$ cat config.mk
export PLATFORM = sky130hd
export DESIGN_NAME = pixel_capture
export DESIGN_NICKNAME = d
export VERILOG_FILES = /design/src/rtl/pixel_capture_pkg.sv /design/src/rtl/word_fifo.sv /design/src/rtl/pixel_capture.sv
export SDC_FILE = /design/constraint.sdc
export NUM_CORES = 1
export LEC_CHECK = 0
export CAP_MARGIN = 5
export CORE_MARGIN = 2
export CORE_UTILIZATION = 64
export CTS_CLUSTER_DIAMETER = 100
export DETAILED_ROUTE_END_ITERATION = 10
export GPL_TIMING_DRIVEN = 0
export PLACE_DENSITY = 0.85
export SKIP_CTS_REPAIR_TIMING = 1
export SLEW_MARGIN = 30
export SYNTH_ARGS = -nofsm -noshare
export SYNTH_HDL_FRONTEND = slang
export SYNTH_SLANG_ARGS = --single-unit
$ cat constraint.sdc
create_clock -name i_Clk -period 7.9 [get_ports i_Clk]
set_input_delay 1.58 -clock i_Clk [delete_from_list [all_inputs] [get_ports i_Clk]]
set_output_delay 1.58 -clock i_Clk [all_outputs]
set_load 0.01 [all_outputs]
$ cat src/rtl/pixel_capture_pkg.sv
// Shared constants for the pixel capture slice: VGA timing, capture window
// defaults and the capture controller state encoding.
package pixel_capture_pkg;

  localparam int unsigned H_VISIBLE = 640;
  localparam int unsigned H_FRONT   = 16;
  localparam int unsigned H_SYNC    = 96;
  localparam int unsigned H_BACK    = 48;
  localparam int unsigned H_TOTAL   = H_VISIBLE + H_FRONT + H_SYNC + H_BACK;
  localparam int unsigned V_VISIBLE = 480;
  localparam int unsigned V_FRONT   = 10;
  localparam int unsigned V_SYNC    = 2;
  localparam int unsigned V_BACK    = 33;
  localparam int unsigned V_TOTAL   = V_VISIBLE + V_FRONT + V_SYNC + V_BACK;

  localparam int unsigned DEF_ROW_LIMIT  = 256;
  localparam int unsigned DEF_COL_START  = 16;
  localparam int unsigned DEF_COL_WIDTH  = 256;
  localparam int unsigned DEF_FIFO_DEPTH = 8;

  localparam int unsigned PIX_PER_WORD = 16;
  localparam int unsigned WORD_W       = 32;
  localparam int unsigned COUNT_W      = 13;

  typedef enum logic [1:0] {
    ST_IDLE       = 2'd0,
    ST_WAIT_FRAME = 2'd1,
    ST_CAPTURE    = 2'd2,
    ST_DRAIN      = 2'd3
  } cap_state_t;

endpackage

$ cat src/rtl/word_fifo.sv
// First-word-fall-through FIFO for packed pixel words. A push into a full
// FIFO is accepted only when a pop happens on the same edge.
module word_fifo #(
  parameter int WIDTH = 32,
  parameter int DEPTH = 8
) (
  input  logic             i_Clk,
  input  logic             i_Rst_n,
  input  logic             push,
  input  logic [WIDTH-1:0] din,
  input  logic             pop,
  output logic             full,
  output logic             empty,
  output logic [WIDTH-1:0] head
);

  localparam int AW = (DEPTH > 1) ? $clog2(DEPTH) : 1;

  logic [WIDTH-1:0] mem [DEPTH];
  logic [AW-1:0]    wr_ptr;
  logic [AW-1:0]    rd_ptr;
  logic [AW:0]      count;
  logic             do_push;
  logic             do_pop;

  assign empty   = (count == '0);
  assign full    = (count == (AW+1)'(DEPTH));
  assign do_pop  = pop && !empty;
  assign do_push = push && (!full || do_pop);
  assign head    = mem[rd_ptr];

  // Pointer and occupancy bookkeeping.
  always_ff @(posedge i_Clk or negedge i_Rst_n) begin
    if (!i_Rst_n) begin
      wr_ptr <= '0;
      rd_ptr <= '0;
      count  <= '0;
    end else begin
      if (do_push) wr_ptr <= wr_ptr + AW'(1);
      if (do_pop)  rd_ptr <= rd_ptr + AW'(1);
      case ({do_push, do_pop})
        2'b10:   count <= count + (AW+1)'(1);
        2'b01:   count <= count - (AW+1)'(1);
        default: count <= count;
      endcase
    end
  end

  // Storage array; contents are don't-care until written.
  always_ff @(posedge i_Clk) begin
    if (do_push) mem[wr_ptr] <= din;
  end

endmodule

$ cat src/rtl/pixel_capture.sv
// Captures a rectangular window of one frame from the sprite renderer scan,
// packs 16 two-bit pixels per 32-bit word and hands them out through a FIFO.
module pixel_capture
  import pixel_capture_pkg::*;
#(
  parameter int ROW_LIMIT  = DEF_ROW_LIMIT,
  parameter int COL_START  = DEF_COL_START,
  parameter int COL_WIDTH  = DEF_COL_WIDTH,
  parameter int FIFO_DEPTH = DEF_FIFO_DEPTH
) (
  input  logic        i_Clk,
  input  logic        i_Rst_n,
  input  logic        i_Arm,
  input  logic [9:0]  i_Row,
  input  logic [9:0]  i_Column,
  input  logic [1:0]  i_Pixel,
  output logic [31:0] o_Word,
  output logic        o_Word_Valid,
  input  logic        i_Word_Ready,
  output logic        o_Busy,
  output logic        o_Frame_Done,
  output logic        o_Overflow,
  output logic [12:0] o_Word_Count
);

  localparam logic [10:0] ROW_END   = 11'(ROW_LIMIT);
  localparam logic [10:0] COL_LO    = 11'(COL_START);
  localparam logic [10:0] COL_HI    = 11'(COL_START + COL_WIDTH);
  localparam logic [12:0] COUNT_MAX = '1;

  cap_state_t  state_q;
  cap_state_t  state_d;
  logic [29:0] shift_q;
  logic [3:0]  pack_cnt_q;
  logic [10:0] row_ext;
  logic [10:0] col_ext;
  logic        in_window;
  logic        pack_en;
  logic        arm_clear;
  logic        word_push;
  logic        word_pop;
  logic        push_ok;
  logic        fifo_full;
  logic        fifo_empty;
  logic [31:0] fifo_head;
  logic [31:0] word_d;

  assign row_ext   = {1'b0, i_Row};
  assign col_ext   = {1'b0, i_Column};
  assign in_window = (row_ext < ROW_END) && (col_ext >= COL_LO) && (col_ext < COL_HI);
  assign pack_en   = (state_q == ST_CAPTURE) && in_window;
  assign arm_clear = (state_q == ST_IDLE) && i_Arm;
  assign word_d    = {shift_q, i_Pixel};
  assign word_push = pack_en && (pack_cnt_q == 4'd15);

  assign o_Word_Valid = !fifo_empty;
  assign o_Word       = o_Word_Valid ? fifo_head : '0;
  assign word_pop     = o_Word_Valid && i_Word_Ready;
  assign push_ok      = word_push && (!fifo_full || word_pop);

  word_fifo #(
    .WIDTH (32),
    .DEPTH (FIFO_DEPTH)
  ) u_word_fifo (
    .i_Clk   (i_Clk),
    .i_Rst_n (i_Rst_n),
    .push    (word_push),
    .din     (word_d),
    .pop     (word_pop),
    .full    (fifo_full),
    .empty   (fifo_empty),
    .head    (fifo_head)
  );

  // Controller state register.
  always_ff @(posedge i_Clk or negedge i_Rst_n) begin
    if (!i_Rst_n) state_q <= ST_IDLE;
    else          state_q <= state_d;
  end

  // Next-state and status outputs; Frame_Done marks the DRAIN->IDLE cycle.
  always_comb begin
    state_d      = state_q;
    o_Busy       = 1'b1;
    o_Frame_Done = 1'b0;
    case (state_q)
      ST_IDLE: begin
        o_Busy = 1'b0;
        if (i_Arm) state_d = ST_WAIT_FRAME;
      end
      ST_WAIT_FRAME: begin
        if (i_Row == '0 && i_Column == '0) state_d = ST_CAPTURE;
      end
      ST_CAPTURE: begin
        if (row_ext == ROW_END) state_d = ST_DRAIN;
      end
      ST_DRAIN: begin
        if (fifo_empty) begin
          state_d      = ST_IDLE;
          o_Frame_Done = 1'b1;
        end
      end
      default: state_d = ST_IDLE;
    endcase
  end

  // Pixel packer: shift in two bits per in-window pixel, word completes on 16th.
  always_ff @(posedge i_Clk or negedge i_Rst_n) begin
    if (!i_Rst_n) begin
      shift_q    <= '0;
      pack_cnt_q <= '0;
    end else if (arm_clear) begin
      shift_q    <= '0;
      pack_cnt_q <= '0;
    end else if (pack_en) begin
      shift_q    <= word_d[29:0];
      pack_cnt_q <= pack_cnt_q + 4'd1;
    end
  end

  // Accepted-word counter and sticky overflow flag, cleared on arming.
  always_ff @(posedge i_Clk or negedge i_Rst_n) begin
    if (!i_Rst_n) begin
      o_Word_Count <= '0;
      o_Overflow   <= 1'b0;
    end else if (arm_clear) begin
      o_Word_Count <= '0;
      o_Overflow   <= 1'b0;
    end else begin
      if (push_ok && o_Word_Count != COUNT_MAX) o_Word_Count <= o_Word_Count + 13'd1;
      if (word_push && !push_ok)                o_Overflow   <= 1'b1;
    end
  end

endmodule
==> impl_metrics.csv, run 1 <==
group,metric,value,unit
timing,worst_pin_slew,1.007,ns
die,fp.dieW,144.6,um
finish,final_cell_area,15050,um2
synthesis,async_flop_share,18.99,%
timing,finalCriticalPeriod,4.947,ns
die,fp.dieH,144.6,um
clock_tree,numCtsBuffers,29,
hold_path,hp-start,"u_word_fifo.count[2]$_DFFE_PN0P_",
die,start_util,65.05,%
global_route,grt_pass1_wl,44120,um
synthesis,synth_area,12660,um2
critical_path,r2r_slack,4.20,ns
finish,n_fill_cell,999,
finish,drive_gt1_share,21.09,%
placement,hpwl,18630,um
synthesis,synth_fp_nets,763,
timing,setup_viol,0,
die,pin_count,75,
critical_path,startpoint,"u_word_fifo.rd_ptr[1]$_DFFE_PN0P_",
global_route,antenna_found_initial,0,
placement,place_ws,2.653,ns
synthesis,synth.distinct_cells,49,
critical_path,reg2reg_depth,13,
pwr,power_density,224.0,nW/um2
synthesis,syn_avg_cell_area,17.46,um2
clock_tree,cts_max_level,1,
timing,fmax,0.2021,GHz
die,die_area,20920,um2
timing,clock_skew,0.01288,ns
finish,diodes,0,
routing,drc,0,
routing,via_count,7294,
clock_tree,cts_tree,"done",
timing,slew_violations,0,
global_route,grt_max_degree,37,
synthesis,ys_seq_elements,316,
critical_path,rr_endpoint,"u_word_fifo.mem[4][14]$_DFFE_PP_",
clock_tree,cts_sinks,316,
global_route,grt_overflow,0,
die,rows,51,
critical_path,reg2reg_from,"state_q[0]$_DFFE_PN0P_",
critical_path,endpoint_kind,"output pin",
synthesis,yosys.area.top_type_share,60.72,%
pwr,power,3.372,mW
routing,ant_nets,0,
placement,placed_cell_area,14090,um2
critical_path,path_max_fanout,10,
global_route,grt_pass1_vias,7708,
synthesis,synthCells,725,
placement,place_congestion,0.8398,
pwr,seq_power_share,53.8,%
routing,wl_per_cell,24.74,um
pwr,power_frac_clock,41.8,%
synthesis,synth_area_leaders,"edfxtp_1, dfrtp_1, mux4_2",
routing,drt_iter0_markers,837,
critical_path,start_kind,"flop",
hold_path,hold_path.class,"reg -> reg",
finish,fin_nets,911,
routing,avgViaCountPerCell,6.283,
critical_path,worstSetupEndpoint,"o_Word[1]",
synthesis,ys.flop_type,"edfxtp_1",
critical_path,worstPathArrival,3.37,ns
clock_tree,cts_root_buf,"clkbuf_16",
global_route,track_usage,29.03,%
synthesis,synth_edf_count,256,
pwr,p_sw_share,20.44,%
clock_tree,clk_latency,0.54,ns
routing,dr.pass1.iters,5,
pwr,p_comb_share,4.4,%
flow_run,cap_violations,0,
timing,hold_viol,0,
timing,slew_headroom,32.90,%
timing,fin_crit_sh,62.63,%
routing,wl,28730,um
critical_path,cp.required,6.32,ns
pwr,leakage,5.154,nW
placement,port_buffers,74,
timing,rsz0062_at_grt,"false",
critical_path,path_class,"reg -> out",
synthesis,synth_warnings,0,
clock_tree,clock_path_buffers,3,
pwr,switching_power,0.6892,mW
clock_tree,clkTransAtPathRegs,0.07,ns
status,status,"completed",
timing,layout_setup_ws,2.953,ns
finish,syn_to_final_growth,18.91,%
synthesis,yosysSeqAreaShare,72.58,%
die,core_area,19460,um2
synthesis,yosys.area.top_type,"edfxtp_1",
pwr,intPower,2.683,mW
timing,whs,0.5080,ns
pwr,ir_drop,0.0001933,V
[worst min-delay path by stage]
stage,endpoint,cells past startpoint
after global routing,u_word_fifo.count[2]$_DFFE_PN0P_,1
after CTS,u_word_fifo.count[2]$_DFFE_PN0P_,1
final,u_word_fifo.count[2]$_DFFE_PN0P_,1
after global placement,o_Overflow$_DFFE_PN0P_,2
after floorplan,u_word_fifo.count[2]$_DFFE_PN0P_,1
after detailed placement,u_word_fifo.count[2]$_DFFE_PN0P_,1
[cell usage after synthesis (3+ instances only)]
cell and number:
nand2_1 76, nor3_1 5, xor2_1 9, nor2b_1 3
dfrtp_1 60, mux4_2 64, xnor2_1 6, buf_1 6
nor4_1 4, inv_1 7, edfxtp_1 256, mux2_2 3
nand3_1 12, o21ai_0 7, or4_1 3, mux2i_1 34
clkbuf_1 15, buf_2 12, a21oi_1 41, nor2_1 47
ha_1 12, and2_1 3, or3_1 5
[per-stage QoR]
| stage | utilization (%) | cells | setup TNS (ns) |
|---|---|---|---|
| after global placement | 70.56 | 1064 | -223.56 |
| after detailed placement | 72.39 | 1107 | 0 |
| final | 77.34 | 1161 | 0 |
| after global routing | 77.34 | 1161 | 0 |
| after floorplan | - | 725 | 0 |
| after CTS | 77.34 | 1161 | 0 |
[cell families (layout without fill, tap and decap cells)]
kind of cell,after synthesis,in the layout,share of synthesized area [%]
flops,316,316,72.58
xor+xnor,15,15,1.038
simple gates,177,177,6.553
fa+ha+maj,12,12,1.186
compound gates,59,59,2.599
mux,101,101,14.34
buf+inv,45,216,1.700
[routing by layer]
| layer | track usage (%) | vias to the layer above | wire length [um] |
|---|---|---|---|
| met5 | 0 | - | 0 |
| li1 | - | 3090 | - |
| met4 | 9.760 | 0 | 741 |
| met3 | 4.172 | 69 | 1898 |
| met2 | 50.34 | 403 | 15300 |
| met1 | 38.49 | 3732 | 10780 |
[worst max-delay path, cell delays in order, from the launching register on]
cell             delay (ns)
dfrtp_1                0.40
clkbuf_1               0.44
clkbuf_1               0.64
mux4_2                 0.42
mux2i_1                0.24
nor2_1                 0.12
clkdlybuf4s50_1        0.56
[layout make-up]
class	count	area (um2)	share of cell area, %
sequential	316	9189	61.04
multi-input combinational	364	3302	21.94
timing repair buffer	117	1051	6.982
clock buffer	37	775.7	5.153
tap	265	331.6	2.203
clock inverter	17	187.7	1.247
buffer	37	186.4	1.238
inverter	8	30.03	0.1995
[cells in the final DEF (no fill, tap or decap), types with 3 or more instances in the layout]
master / synthesis / layout
xnor2_1: 6 / 6
and2_1: 3 / 3
clkdlybuf4s50_1: 0 / 73
buf_2: 12 / 32
dfrtp_1: 60 / 60
edfxtp_1: 256 / 256
nor4_1: 4 / 3
clkinv_1: 0 / 6
or4_1: 3 / 3
nor2_1: 47 / 46
inv_1: 7 / 7
nor2b_1: 3 / 3
nand2_1: 76 / 76
a21oi_1: 41 / 41
clkbuf_1: 15 / 20
buf_1: 6 / 6
buf_6: 1 / 3
mux2_2: 3 / 3
or3_1: 5 / 5
mux2i_1: 34 / 34
bufinv_16: 0 / 4
nand3_1: 12 / 12
mux4_2: 64 / 64
buf_4: 1 / 21
clkinv_2: 0 / 4
clkbuf_16: 0 / 29
o21ai_0: 7 / 7
nor3_1: 5 / 3
clkbuf_8: 2 / 4
xor2_1: 9 / 9
ha_1: 12 / 12
[state kept, by name (all words and copies together) (netlist names)]
signal and count:
pack_cnt_q 4, o_Overflow 1, u_word_fifo.rd_ptr 3, shift_q 30, u_word_fifo.count 4, u_word_fifo.mem 256, state_q 2, u_word_fifo.wr_ptr 3
o_Word_Count 13
[power groups by stage]
stage | sequential (mW) | combinational, mW | clock (mW)
after floorplan | 1.84 | 0.0802 | 0
after global placement | 1.84 | 0.134 | 0
after detailed placement | 1.85 | 0.145 | 0
after CTS | 1.81 | 0.147 | 1.41
after global routing | 1.81 | 0.158 | 1.49
final | 1.81 | 0.147 | 1.41
Power figures use the tool's default switching activity.
==> run 2: changes to the inputs <==
Settings changed: CORE_UTILIZATION 64 to 53, PLACE_DENSITY 0.85 to 0.75.
Clock period 7.9 ns to 4.5 ns, I/O delays scaled along.
==> run 2 against run 1 <==
Against the previous run:
- core utilization is 12 points lower
- cell count is 4.0% higher
- clock power is 84% higher
- worst setup slack worse by 2.7 ns
- sequential cell count stayed put
- count of clock-buffer cells in the layout is 5 higher
- register-to-register slack worse by 3.1 ns
- sequential power is 76% higher
- critical path depth stayed put
- critical endpoint is now o_Word[30]
==> impl_metrics.csv, run 2 (synthesized netlist as in run 1, its figures left out) <==
group,metric,value,unit
finish,n_fill_cell,1510,
die,rows,56,
global_route,track_usage,23.05,%
placement,place_congestion,0.8762,
die,pin_count,75,
die,core_area,23470,um2
critical_path,worstPathArrival,3.31,ns
placement,port_buffers,74,
clock_tree,clk_latency,0.55,ns
critical_path,crit_slowest_cell,"clkbuf_1",
critical_path,start_kind,"flop",
finish,final_common_cell,"edfxtp_1",
finish,final_cell_area,15310,um2
clock_tree,clock_path_buffers,3,
placement,placed_cell_area,14280,um2
die,fp.dieW,158.6,um
flow_run,cap_violations,0,
routing,drc,0,
routing,wl,28030,um
placement,place_ws,0.2425,ns
timing,rsz0062_at_grt,"false",
critical_path,path_buf_inv,3,
finish,syn_to_final_growth,20.93,%
global_route,grt_overflow,0,
timing,setup_viol,0,
hold_path,hold_path.class,"in -> async",
finish,diodes,0,
timing,fin_setup_tns,0,ns
finish,final_cell_mix,"edfxtp_1, nand2_1, clkdlybuf4s50_1",
critical_path,path_max_fanout,10,
die,fp.dieH,158.6,um
timing,worst_pin_slew,0.9899,ns
die,die_area,25140,um2
timing,hold_viol,0,
critical_path,crit_path_frequent_cell,"clkbuf_1",
pwr,leakage,5.060,nW
clock_tree,cts_max_level,1,
routing,dr.pass1.iters,5,
clock_tree,cts_root_buf,"clkbuf_16",
finish,fin_nets,902,
timing,slew_violations,0,
routing,wl_per_cell,23.23,um
timing,layout_setup_ws,0.2916,ns
clock_tree,numCtsBuffers,30,
clock_tree,cts_tree,"done",
finish,largest_register_ff_count,256,
finish,reg.largest.list,"u_word_fifo.mem: 256 flops, shift_q: 30 flops, o_Word_Count: 13 flops",
finish,ff_latch_area,9189,um2
critical_path,cp.required,3.60,ns
timing,slew_headroom,34.01,%
pwr,power_density,393.9,nW/um2
timing,fin_crit_sh,93.52,%
die,start_util,53.93,%
routing,ant_nets,0,
global_route,antenna_found_initial,0,
timing,finalCriticalPeriod,4.208,ns
global_route,grt_pass1_wl,42660,um
routing,avgViaCountPerCell,5.984,
global_route,grt_max_degree,33,
routing,drt_iter0_markers,622,
routing,via_count,7223,
critical_path,endpoint_kind,"output pin",
timing,clock_skew,0.01064,ns
clock_tree,clkTransAtPathRegs,0.07,ns
critical_path,slowest_delay,0.64,ns
placement,hpwl,18390,um
critical_path,path_class,"reg -> out",
status,status,"completed",
finish,regMostFlops,"u_word_fifo.mem",
finish,drive_gt1_share,20.72,%
clock_tree,cts_sinks,316,
timing,fmax,0.2376,GHz
global_route,grt_pass1_vias,7470,
critical_path,worstPathCellList,"clkbuf_1 > clkbuf_1 > mux4_2 > mux2i_1 > nor2_1 > clkdlybuf4s50_1",
pwr,ir_drop,0.0002870,V
finish,multi_input_area,3347,um2
critical_path,cp_top_family,"buffers and inverters",
==> run 2: cell types whose count changed in the layout (fill, tap and decap cells not counted), sizes merged <==
cell / change
buf: -10
clkbuf: +5
clkinv: -7
clkinvlp: +3
inv: +1
==> run 2: path summary, 6_finish.rpt <==
kind                                              startpoint  cells after the start                               to  slack, ns
min                                                  i_Rst_n                      1      o_Word_Count[6]$_DFFE_PN0P_       0.27
min in group i_Clk                    o_Overflow$_DFFE_PN0P_                      2           o_Overflow$_DFFE_PN0P_       0.51
min reg2reg                           o_Overflow$_DFFE_PN0P_                      2           o_Overflow$_DFFE_PN0P_       0.51
max in group asynchronous                            i_Rst_n                      2           shift_q[5]$_DFFE_PN0P_       3.69
max reg2reg                           state_q[0]$_DFFE_PN0P_                     11  u_word_fifo.mem[5][8]$_DFFE_PP_       1.13
max                        u_word_fifo.rd_ptr[1]$_DFFE_PN0P_                      6                       o_Word[30]       0.29
==> run 2: routing by layer <==
metal / track usage [%] / vias to the layer above / wire, um
li1: - / 3076 / -
met1: 29.98 / 3750 / 10850
met2: 40.51 / 349 / 14540
met3: 3.865 / 48 / 2036
met4: 6.392 / 0 / 614
met5: 0 / - / 0
==> run 2: area by class of cell <==
class                   count  share of cell area (%)
flip-flops and latches    316                   60.02
well taps                 319                   2.607
plain buffers              37                   1.218
inverters                   8                  0.1961
clock inverters            14                   1.218
clock buffers              42                   5.533
multi-input cells         364                   21.86
repair buffers            107                   7.347
==> run 2: stage by stage <==
| step | hold slack, ns | cells | util [%] | total power [mW] |
|---|---|---|---|---|
| detailed placement | 0.4933 | 1151 | 60.82 | 3.499 |
| floorplan | 0.4761 | 725 | - | 3.375 |
| global route | 0.2963 | 1207 | 65.22 | 6.193 |
| CTS | 0.2791 | 1207 | 65.22 | 6.061 |
| global placement | 0.4953 | 1118 | 58.93 | 3.478 |
| finish | 0.2742 | 1207 | 65.22 | 6.030 |
==> run 2: report_power, final <==
| part | internal [mW] | leakage [nW] | switching, mW |
|---|---|---|---|
| Clock | 1.55 | 0.493 | 1.04 |
| Combinational | 0.107 | 1.46 | 0.150 |
| Sequential | 3.16 | 3.10 | 0.0253 |
| Total | 4.81 | 5.06 | 1.22 |
==> run 3: changes to the inputs <==
Settings changed: CORE_UTILIZATION 53 to 57, CTS_CLUSTER_DIAMETER 100 to 150, DONT_BUFFER_PORTS from default to 1.
==> run 3 against run 2 <==
Against the previous run:
- highest routed layer unchanged
- first-iteration DRC count increased by 0.96%
- combinational power down 22%
- maximum frequency up 11%
- register-to-register slack improved by 0.04 ns
- power up 0.54%
- sequential cell count unchanged
==> impl_metrics.csv, run 3 (synthesized netlist as in run 1, its figures left out) <==
group,metric,value,unit
status,status,"completed",
critical_path,worstPathArrival,2.88,ns
finish,drive_gt1_share,22.50,%
die,fp.dieH,153.0,um
clock_tree,clock_path_buffers,3,
finish,final_cell_mix,"edfxtp_1, nand2_1, mux4_2",
routing,dr.pass1.iters,5,
pwr,ir_drop,0.0003166,V
finish,instances_no_fill,1089,
global_route,grt_overflow,0,
clock_tree,clkTransAtPathRegs,0.06,ns
placement,hpwl,16940,um
critical_path,worstPathCellList,"clkbuf_1 > clkbuf_1 > mux4_2 > mux2i_1 > nor2_1",
global_route,grt_pass1_wl,40570,um
die,start_util,58.01,%
die,die_area,23420,um2
placement,port_buffers,0,
critical_path,crit_slowest_cell,"clkbuf_1",
critical_path,slowest_delay,0.63,ns
die,fp.dieW,153.0,um
timing,slew_headroom,37.19,%
critical_path,rr_endpoint,"u_word_fifo.mem[2][12]$_DFFE_PP_",
critical_path,start_kind,"flop",
pwr,power_frac_clock,44.2,%
timing,fin_crit_sh,84.09,%
timing,worst_pin_slew,0.9422,ns
critical_path,cp.required,3.60,ns
die,rows,54,
clock_tree,numCtsBuffers,30,
global_route,grt_pass1_vias,7139,
routing,via_count,6771,
routing,drc,0,
placement,placed_cells,1033,
clock_tree,clk_latency,0.55,ns
timing,setup_viol,0,
die,core_area,21820,um2
pwr,intPower,4.839,mW
global_route,track_usage,22.64,%
finish,final_core_util,66.31,%
placement,placed_cell_area,13390,um2
clock_tree,cts_sinks,316,
finish,syn_to_final_growth,14.30,%
finish,regMostFlops,"u_word_fifo.mem",
clock_tree,cts_root_buf,"clkbuf_16",
pwr,seq_power_share,52.5,%
critical_path,r2r_slack,1.17,ns
finish,diodes,0,
timing,hold_viol,0,
routing,wl,26010,um
global_route,grt_max_degree,61,
finish,final_common_cell,"edfxtp_1",
timing,finalCriticalPeriod,3.784,ns
routing,ant_nets,0,
timing,fmax,0.2643,GHz
flow_run,cap_violations,0,
finish,largest_register_ff_count,256,
pwr,switching_power,1.224,mW
clock_tree,cts_max_level,1,
critical_path,reg2reg_from,"state_q[0]$_DFFE_PN0P_",
critical_path,path_class,"reg -> out",
timing,fin_setup_tns,0,ns
critical_path,endpoint_kind,"output pin",
clock_tree,cts_tree,"done",
timing,clock_skew,0.01380,ns
global_route,antenna_found_initial,0,
hold_path,hold_path.class,"in -> async",
finish,final_cell_area,14470,um2
critical_path,crit_path_frequent_cell,"clkbuf_1",
timing,rsz0062_at_grt,"false",
finish,reg.largest.list,"u_word_fifo.mem: 256 flops, shift_q: 30 flops, o_Word_Count: 13 flops",
pwr,p_comb_share,3.3,%
pwr,leakage,4.786,nW
pwr,p_sw_share,20.19,%
timing,slew_violations,0,
die,pin_count,75,
finish,fin_nets,823,
routing,avgViaCountPerCell,6.218,
pwr,power_density,419.0,nW/um2
routing,wl_per_cell,23.88,um
critical_path,reg2reg_depth,11,
placement,place_congestion,0.7660,
routing,drt_iter0_markers,628,
timing,whs,0.03872,ns
critical_path,path_max_fanout,10,
## run 3: cell types whose count changed in the layout (fill, tap and decap cells not counted), sizes merged
cell,previous run,this run
bufinv,4,5
clkbuf,59,53
clkinv,4,12
clkinvlp,4,2
clkdlybuf4s50,73,0
inv,10,9
buf,54,48
## run 3: power by group through the flow
stage	combinational (mW)	sequential (mW)	clock (mW)
CTS	0.203	3.18	2.70
global route	0.218	3.18	2.81
floorplan	0.141	3.23	0
detailed placement	0.199	3.24	0
finish	0.202	3.18	2.68
global placement	0.179	3.24	0
## run 3: per-layer routing
metal / vias up / wire length, um / track usage [%]
li1: 2925 / - / -
met1: 3482 / 10430 / 31.05
met2: 315 / 13290 / 38.07
met3: 49 / 1784 / 3.714
met4: 0 / 510 / 6.746
met5: - / 0 / 0
## run 3: layout make-up
| cell class | count | area, um2 |
|---|---|---|
| fill | 1400 | 7353 |
| clock buffer | 36 | 834.6 |
| multi-input combinational | 364 | 3347 |
| tap | 280 | 350.3 |
| buffer | 37 | 186.4 |
| timing repair buffer | 28 | 290.3 |
| inverter | 8 | 30.03 |
| sequential | 316 | 9189 |
| clock inverter | 20 | 242.7 |
## run 3: through the flow
step / setup WS [ns] / power [mW]
finish: 0.7161 / 6.063
CTS: 0.6956 / 6.090
floorplan: -0.1929 / 3.375
global placement: -2.511 / 3.418
global route: 0.6148 / 6.213
detailed placement: 0.7392 / 3.443
## run 3: worst max-delay path by stage
stage	cells after the start	slack (ns)	from	endpoint
floorplan	6	-0.19	i_Column[7]	u_word_fifo.mem[6][0]$_DFFE_PP_
global placement	6	-2.51	i_Column[7]	u_word_fifo.mem[6][18]$_DFFE_PP_
detailed placement	9	0.74	i_Column[7]	u_word_fifo.mem[2][16]$_DFFE_PP_
CTS	5	0.70	u_word_fifo.rd_ptr[1]$_DFFE_PN0P_	o_Word[30]
global route	5	0.61	u_word_fifo.rd_ptr[1]$_DFFE_PN0P_	o_Word[30]
finish	5	0.72	u_word_fifo.rd_ptr[1]$_DFFE_PN0P_	o_Word[30]
## run 3: worst max-delay path, delay by kind of cell, from the launching register on
| kind | cells | cell delay (ns) |
|---|---|---|
| buf+inv | 2 | 1.11 |
| mux | 2 | 0.72 |
| flops | 1 | 0.38 |
| simple gates | 1 | 0.13 |
==> variant, RTL diff (settings of run 2) <==
The package constant `DEF_FIFO_DEPTH` goes from 8 to 4.
--- a/src/rtl/pixel_capture_pkg.sv
+++ b/src/rtl/pixel_capture_pkg.sv
@@ -16,7 +16,7 @@
   localparam int unsigned DEF_ROW_LIMIT  = 256;
   localparam int unsigned DEF_COL_START  = 16;
   localparam int unsigned DEF_COL_WIDTH  = 256;
-  localparam int unsigned DEF_FIFO_DEPTH = 8;
+  localparam int unsigned DEF_FIFO_DEPTH = 4;
 
   localparam int unsigned PIX_PER_WORD = 16;
   localparam int unsigned WORD_W       = 32;
Behaviour: no difference found for any inputs over 10 cycles, from zero or initial values and one cycle with i_Rst_n low; that may be too few to reach the edited logic, so the function may still have changed.
==> variant against run 2 <==
Total power down 42%. Clock skew decreased by 0.0025 ns. Sequential power down 42%. Worst setup slack gained 0.53 ns. Synthesized area down 40%. Wire length shrank 47%. Hold slack improved by 0.016 ns. Combinational power fell by 8.9%. Sequential cell count fell by 131. Synthesized cell count is 30% lower. Final area decreased by 39%. Largest power group unchanged.
==> variant: results (changes against run 2) <==
Cell variety after synth: 42 (was 49)
Sequential area share after synthesis: 69.17% (was 72.58%)
Slew margin rel.: 39.68% (was 34.01%)
Maximum vdd drop: 0.0003457 V (was 0.0002870 V)
Layout cells sized above 1: 13.29% (was 20.72%)
GR Layer Usage met1: 28.09% (was 29.98%)
H-Tree Depth: 4 (was 1)
Outcome: finished clean (unchanged)
CP max stage delay: 0.54 ns (was 0.64 ns)
Clk_skew: 0.008177 ns (was 0.01064 ns)
GR Layer Usage met3: 5.220% (was 3.865%)
Largest net degree at the start of global routing: 51 (was 33)
Top cells by area, synth: edfxtp_1 (50%), dfrtp_1 (19%), mux4_2 (9.5%) (was edfxtp_1 (61%), dfrtp_1 (12%), mux4_2 (11%))
DRT iter0 DRCs: 323 (was 622)
WL per Instance: 18.80 µm (was 23.23 µm)
Met2 Use GR: 35.95% (was 40.51%)
Filler cell count: 968 (was 1,510)
Met1 wire length: 6291 µm (was 10,850 µm)
DR WL met3: 854 µm (was 2036 µm)
Met2 WL: 7538 µm (was 14,540 µm)
Slowest CP cell: mux4_2 (was clkbuf_1)
Crit path DAT: 2.78 ns (was 3.31 ns)
Gr usage total: 21.77% (was 23.05%)
Vias in the first global route: 4,771 (was 7,470)
Mapped Nets: 545 (was 763)
CTS max path bufs: 2 (was 3)
Worst skew pair latency: 0.43 ns (was 0.55 ns)
FFs w/ async S/R, synth: 30.81% (was 18.99%)
Vias per cell: 5.701 (was 5.984)
CTS buffer count: 17 (was 30)
Detailed-placement wirelength estimate: 9792 µm (was 18,390 µm)
Final net count: 643 (was 902)
variant: worst paths after layout:
path,depth (start not counted),endpoint,startpoint,slack [ns]
worst min-delay path,1,o_Word_Count[1],i_Rst_n,0.29
worst max register to register,11,u_word_fifo.count[2],u_word_fifo.count[1],1.49
max in group asynchronous,2,shift_q[5],i_Rst_n,3.72
worst min register to register,1,u_word_fifo.count[2],u_word_fifo.count[2],0.49
min in group i_Clk,1,u_word_fifo.count[2],u_word_fifo.count[2],0.49
worst max-delay path,5,o_Word[19],u_word_fifo.rd_ptr[0],0.82
variant: report_power, final:
| part | internal, W | switching [W] |
|---|---|---|
| sequential | 0.00183 | 0.0000211 |
| combinational | 0.0000919 | 0.000143 |
| clock | 0.000772 | 0.000652 |
| total | 0.00269 | 0.000816 |
variant: stage by stage:
step                power [W]  hold slack, ns  std cells  setup WS [ns]  cell area (µm²)
floorplan            0.002007          0.4487        506          1.390             7619
global placement     0.002101          0.4627        760         0.1105             8584
detailed placement   0.002119          0.4856        765         0.4916             8725
CTS                  0.003531          0.2727        797         0.7230             9289
global route         0.003628          0.2790        797         0.5719             9289
finish               0.003508          0.2903        797         0.8225             9289
variant: layout make-up:
type	count	area [µm²]	share of cell area, %
Sequential cell	185	5270	56.73
Multi-Input combinational cell	285	2210	23.79
Buffer	25	102.6	1.105
Inverter	11	41.29	0.4445
Tap cell	180	225.2	2.425
Timing Repair Buffer	79	875.8	9.429
Clock buffer	17	425.4	4.580
Clock inverter	15	138.9	1.495
variant: logic make-up after synthesis:
logic type | share of synthesized area [%]
AOI/OAI and AO/OA | 4.336
xor gates and xnor gates | 1.380
and+or+nand+nor | 11.10
muxes | 9.887
adders and majority gates | 2.233
buffers and inverters | 1.889
DFF | 69.17
